### src/rtl/decode_regfile.sv
// Decode / register-read stage feeding the ALU.
// Decodes 16-bit instructions, reads an 8 x DW register file with writeback
// bypass, tracks in-flight destinations in a busy scoreboard and presents the
// operands through a one-entry output register.
//
// Handshake: In_Valid/In_Ready and Out_Valid/Out_Ready follow strict
// valid/ready rules. A transfer happens on a rising edge where both are high.
// A producer never drops valid or changes data before the transfer. In_Ready
// may depend on In_Valid (hazard stall), but Out_Valid never depends on
// Out_Ready. While Out_Valid && !Out_Ready every output field holds steady.
module decode_regfile #(
  parameter int DW       = 16,
  parameter int STALL_CW = 16
) (
  input  logic                Clk,
  input  logic                Rst,
  input  logic                In_Valid,
  output logic                In_Ready,
  input  logic [15:0]         Instr,
  output logic                Out_Valid,
  input  logic                Out_Ready,
  output logic [1:0]          Cond,
  output logic [3:0]          Op_C,
  output logic [2:0]          Dest_Addr,
  output logic [DW-1:0]       Reg1,
  output logic [DW-1:0]       Reg2,
  output logic [6:0]          Ld_Sh,
  input  logic                Wb_Valid,
  input  logic                Wb_We,
  input  logic [2:0]          Wb_Addr,
  input  logic [DW-1:0]       Wb_Data,
  output logic [STALL_CW-1:0] Stall_Cnt,
  output logic [7:0]          Busy
);

  logic [DW-1:0] rf [8];
  logic [7:0]    busy;
  logic [3:0]    op;
  logic [2:0]    rd;
  logic [2:0]    rs1;
  logic [2:0]    rs2;
  logic          reads_rs1;
  logic          reads_rs2;
  logic          writes_rd;
  logic [7:0]    wb_clr;
  logic [7:0]    busy_eff;
  logic          stall;
  logic          accept;
  logic [DW-1:0] rd1_val;
  logic [DW-1:0] rd2_val;

  assign op   = Instr[13:10];
  assign rd   = Instr[9:7];
  assign rs1  = Instr[6:4];
  assign rs2  = Instr[3:1];
  assign Busy = busy;

  // Operand-class decode and hazard / handshake evaluation
  always_comb begin
    writes_rd = (op <= 4'd10);
    reads_rs2 = (op <= 4'd5) || (op == 4'd11);
    reads_rs1 = reads_rs2 || ((op >= 4'd7) && (op <= 4'd10));
    // A retiring producer frees its register in the same cycle
    wb_clr    = Wb_Valid ? (8'b1 << Wb_Addr) : 8'b0;
    busy_eff  = busy & ~wb_clr;
    stall     = In_Valid && ((reads_rs1 && busy_eff[rs1]) ||
                             (reads_rs2 && busy_eff[rs2]) ||
                             (writes_rd && busy_eff[rd]));
    In_Ready  = !stall && (!Out_Valid || Out_Ready);
    accept    = In_Valid && In_Ready;
  end

  // Register-file read with same-cycle writeback bypass
  always_comb begin
    rd1_val = rf[rs1];
    rd2_val = rf[rs2];
    if (Wb_Valid && Wb_We && (Wb_Addr == rs1)) rd1_val = Wb_Data;
    if (Wb_Valid && Wb_We && (Wb_Addr == rs2)) rd2_val = Wb_Data;
  end

  // Register-file writes from writeback; R0 is an ordinary register
  always_ff @(posedge Clk or posedge Rst) begin
    if (Rst) begin
      for (int i = 0; i < 8; i++) rf[i] <= '0;
    end else if (Wb_Valid && Wb_We) begin
      rf[Wb_Addr] <= Wb_Data;
    end
  end

  // Scoreboard: clear on retire, set on accepting a writer (set wins)
  always_ff @(posedge Clk or posedge Rst) begin
    if (Rst) begin
      busy <= '0;
    end else if (accept && writes_rd) begin
      busy <= busy_eff | (8'b1 << rd);
    end else begin
      busy <= busy_eff;
    end
  end

  // Output register: load on accept, drain on consume, otherwise hold
  always_ff @(posedge Clk or posedge Rst) begin
    if (Rst) begin
      Out_Valid <= 1'b0;
      Cond      <= '0;
      Op_C      <= '0;
      Dest_Addr <= '0;
      Reg1      <= '0;
      Reg2      <= '0;
      Ld_Sh     <= '0;
    end else if (accept) begin
      Out_Valid <= 1'b1;
      Cond      <= Instr[15:14];
      Op_C      <= op;
      Dest_Addr <= rd;
      Reg1      <= rd1_val;
      Reg2      <= rd2_val;
      Ld_Sh     <= Instr[6:0];
    end else if (Out_Valid && Out_Ready) begin
      Out_Valid <= 1'b0;
    end
  end

  // Saturating count of cycles lost to hazards
  always_ff @(posedge Clk or posedge Rst) begin
    if (Rst) begin
      Stall_Cnt <= '0;
    end else if (stall && (Stall_Cnt != {STALL_CW{1'b1}})) begin
      Stall_Cnt <= Stall_Cnt + 1'b1;
    end
  end

endmodule

### config.mk
export PLATFORM = sky130hd
export DESIGN_NAME = decode_regfile
export DESIGN_NICKNAME = d
export VERILOG_FILES = /design/src/rtl/decode_regfile.sv
export SDC_FILE = /design/constraint.sdc
export NUM_CORES = 1
export LEC_CHECK = 0
export BUFFER_PORTS_ARGS = -buffer_cell sky130_fd_sc_hd__buf_2
export CAP_MARGIN = 10
export CORE_ASPECT_RATIO = 0.75
export CORE_MARGIN = 3
export CORE_UTILIZATION = 40
export CTS_BUF_LIST = sky130_fd_sc_hd__clkbuf_8
export CTS_CLUSTER_DIAMETER = 50
export CTS_CLUSTER_SIZE = 16
export DETAILED_ROUTE_END_ITERATION = 10
export HOLD_SLACK_MARGIN = 0.12
export PLACE_DENSITY = 0.6
export SLEW_MARGIN = 10
export SYNTH_ARGS = -nofsm -noshare
export SYNTH_HDL_FRONTEND = slang
export SYNTH_SLANG_ARGS = --single-unit
export TNS_END_PERCENT = 5
### constraint.sdc
create_clock -name Clk -period 11.5 [get_ports Clk]
set_input_delay 0.575 -clock Clk [delete_from_list [all_inputs] [get_ports Clk]]
set_output_delay 0.575 -clock Clk [all_outputs]
set_load 0.1 [all_outputs]
==> run metrics <==
largest net degree at the start of global routing=129; Synth Area per Inst=12.78 µm²; top cell type's share of synthesized area=0.4932; Sink Count=201; Tcrit/Tclk final=0.3103; I/O Buffers=114; Seq pwr share=0.373; CTS tree=done; post-route setup TNS=0 ns; post-DP HPWL=16080 µm; post-cts sizing count=0; post-synth top area cell=dfrtp_1; post-synthesis mux area share=0.3205; Net Switching=1.327 mW; fin nets=926; largest cells by area after synthesis=dfrtp_1 (49%), mux2_2 (16%), mux4_2 (15%); TritonRoute pass-1 iters=4; Synth Area in XOR/XNOR=0.01803; Post-Synth Adder-Cell Area=0.001227; unrepaired setup endpoints after global routing=false; clock buffer depth=3; via count=6842; total wire length after detailed routing=25810 µm; WL/cell=20.99 µm; Max-cap violations=0; H-tree lvl count=1; Worst R2R End=Op_C[2]; Power Density=239.9 nW/µm²; CP Max Fanout=36; Critical Path RT=10.93 ns; Initial Utilization=0.4159; Ports=115; final cell count without fillers=1230; Synth Warn #=0; # diodes=0; Clock power frac=0.180; Post-CTS Setup Bufs=0; top-count cell post-synth=dfrtp_1; Compound-Gate Fraction of Synth Area=0.05631; clock latency on the worst-skew pair=0.54 ns; WS Path Type=in -> out; CP Launch Type=input pin; Die H=144.3 µm; Cells after DPL=1189; Pleak=5.129 nW; fin worst setup slack=7.932 ns; Reg clk slew, reported paths=0.08 ns; Post-synth top cells=dfrtp_1 (201), mux2_2 (142), nand2_1 (98); share of post-route cells with drive strength above 1=0.4271; initial antenna violation count=4; Slew Viols, Final=0; main combinational cell family by area after synthesis=multiplexers; FILL cells=2248; netlist area before placement=10200 µm²; Final Setup Violations=0; Crit. End Element=primary output; P_int=1.431 mW; number of global-route vias before repair=6733; Synth Register Bits=201; Simple-Gate Fraction of Synth Area=0.08011; Seq/Total Area, Yosys=0.4932; reg2reg path depth=6; All-Layer GR Usage=0.1899; DRT iter0 DRCs=467; number of synthesized flops with an enable pin=0; Final min period=3.568 ns; Distinct cells, synth=48; post-layout util=0.4687; Hold Buf Count CTS=0; placer's final routability congestion estimate=0.7973; Net Sw Frac=0.4812; reg2reg setup slack=8.32 ns; reg-to-reg startpoint=Busy[7]; CTS buffer count=23; clock root buffer=clkbuf_8; FFs w/ async S/R, synth=1.000; final instance area=11490 µm²; Post-Syn Instances=798; DRC=0; critical path arrival=2.99 ns; grt total ovfl=0; first-pass GRT wire length=40450 µm; Area Overhead vs Synth=12.71%; FP Rows=49; outcome=completed; Fin Clk Skew=0.02781 ns; Hold Path Class=in -> async; floorplan core area=24520 µm²; Final ANT Viol Nets=0; Final Hold Violating Endpoints=0; top_reg_cell synth=dfrtp_1; f_max=280.2 MHz; Die Width=190.4 µm; Avg Vias per Cell=5.563; Combinational Power Share=0.446; Setup WS pre-CTS=7.471 ns; Die ar.=27470 µm²; maximum vdd ir drop=0.1613 mV; DP Area=11020 µm²; synthesized net count=840; slew margin rel.=0.3054; Slew @ Worst Pin=1.042 ns
[sequential cells by signal, indices dropped and copies added, names as in the netlist]
name	count
Cond	2
rf	128
Dest_Addr	3
Stall_Cnt	16
Reg2	16
Op_C	4
Busy	8
Ld_Sh	7
Reg1	16
Out_Valid	1
[stage by stage]
stage	power [mW]	hold slack, ns
2_1_floorplan	2.047	0.4911
5_1_grt	2.896	0.2345
3_3_place_gp	2.257	0.4568
6_report	2.758	0.2167
3_5_place_dp	2.277	0.4648
4_1_cts	2.782	0.2315
[worst max path at each step]
stage / from / end / slack [ns] / depth (start not counted)
global placement: Instr[1] / Cond[0] / 7.51 / 8
finish: Instr[1] / In_Ready / 7.93 / 9
global route: Instr[1] / In_Ready / 7.73 / 9
detailed placement: Instr[1] / Ld_Sh[4] / 7.47 / 8
CTS: Instr[1] / In_Ready / 7.88 / 9
floorplan: Rst / Busy[0] / 5.44 / 1
[cell type report]
class	instances	area [µm²]	area share
timing repair buffer	130	690.7	0.06008
inverter	7	33.78	0.002939
multi-input combinational	521	4862	0.4230
sequential	201	5030	0.4376
clock buffer	24	330.3	0.02874
clock inverter	16	133.9	0.01165
tap	331	414.1	0.03603
[power groups by stage]
| stage | clock network (mW) | logic, mW | registers (mW) |
|---|---|---|---|
| after global placement | 0 | 1.22 | 1.03 |
| after global routing | 0.549 | 1.29 | 1.06 |
| final | 0.497 | 1.23 | 1.03 |
| after detailed placement | 0 | 1.24 | 1.04 |
| after floorplan | 0 | 0.388 | 1.66 |
| after CTS | 0.517 | 1.24 | 1.03 |
[routing by layer]
layer,share of wire,global-route usage
met1,0.50,0.2952
met2,0.42,0.2816
met3,0.058,0.03610
met4,0.015,0.03281
met5,0.0014,0
[logic make-up (layout without fill, tap and decap cells)]
| family | after synthesis | in the layout |
|---|---|---|
| compound gates | 97 | 97 |
| simple gates | 177 | 177 |
| flops | 201 | 201 |
| fa+ha+maj | 1 | 1 |
| mux | 225 | 225 |
| buf+inv | 76 | 177 |
| xor+xnor | 21 | 21 |
[worst max-delay path, cell delays in order]
cell      delay, ns
buf_2          0.08
buf_4          0.60
inv_1          0.22
a31o_1         0.22
a311oi_1       0.25
a211oi_1       0.12
o31ai_1        0.31
and2_1         0.18
buf_2          0.43
[placed cells by master, fill, tap and decap left out, types with 2 or more instances in the layout]
| cell type | count |
|---|---|
| mux2_2 | 142 |
| o21ai_1 | 7 |
| a21oi_1 | 2 |
| inv_6 | 5 |
| nor3_1 | 5 |
| clkbuf_8 | 24 |
| inv_1 | 7 |
| dfrtp_1 | 201 |
| a32oi_1 | 2 |
| nand4bb_1 | 2 |
| nand2b_1 | 7 |
| and2_1 | 2 |
| xnor2_1 | 8 |
| o41ai_1 | 3 |
| inv_8 | 3 |
| nor2_1 | 14 |
| nor2b_1 | 5 |
| o31ai_1 | 2 |
| a211oi_1 | 2 |
| buf_4 | 16 |
| nor4_1 | 5 |
| nand2_1 | 98 |
| xor2_1 | 13 |
| or3_1 | 2 |
| clkinvlp_4 | 4 |
| nand4_1 | 4 |
| mux2i_1 | 16 |
| o21ai_0 | 68 |
| buf_2 | 114 |
| a32o_1 | 2 |
| nand3_1 | 26 |
| mux4_2 | 67 |
No activity file was read; power rests on OpenSTA's default activity.
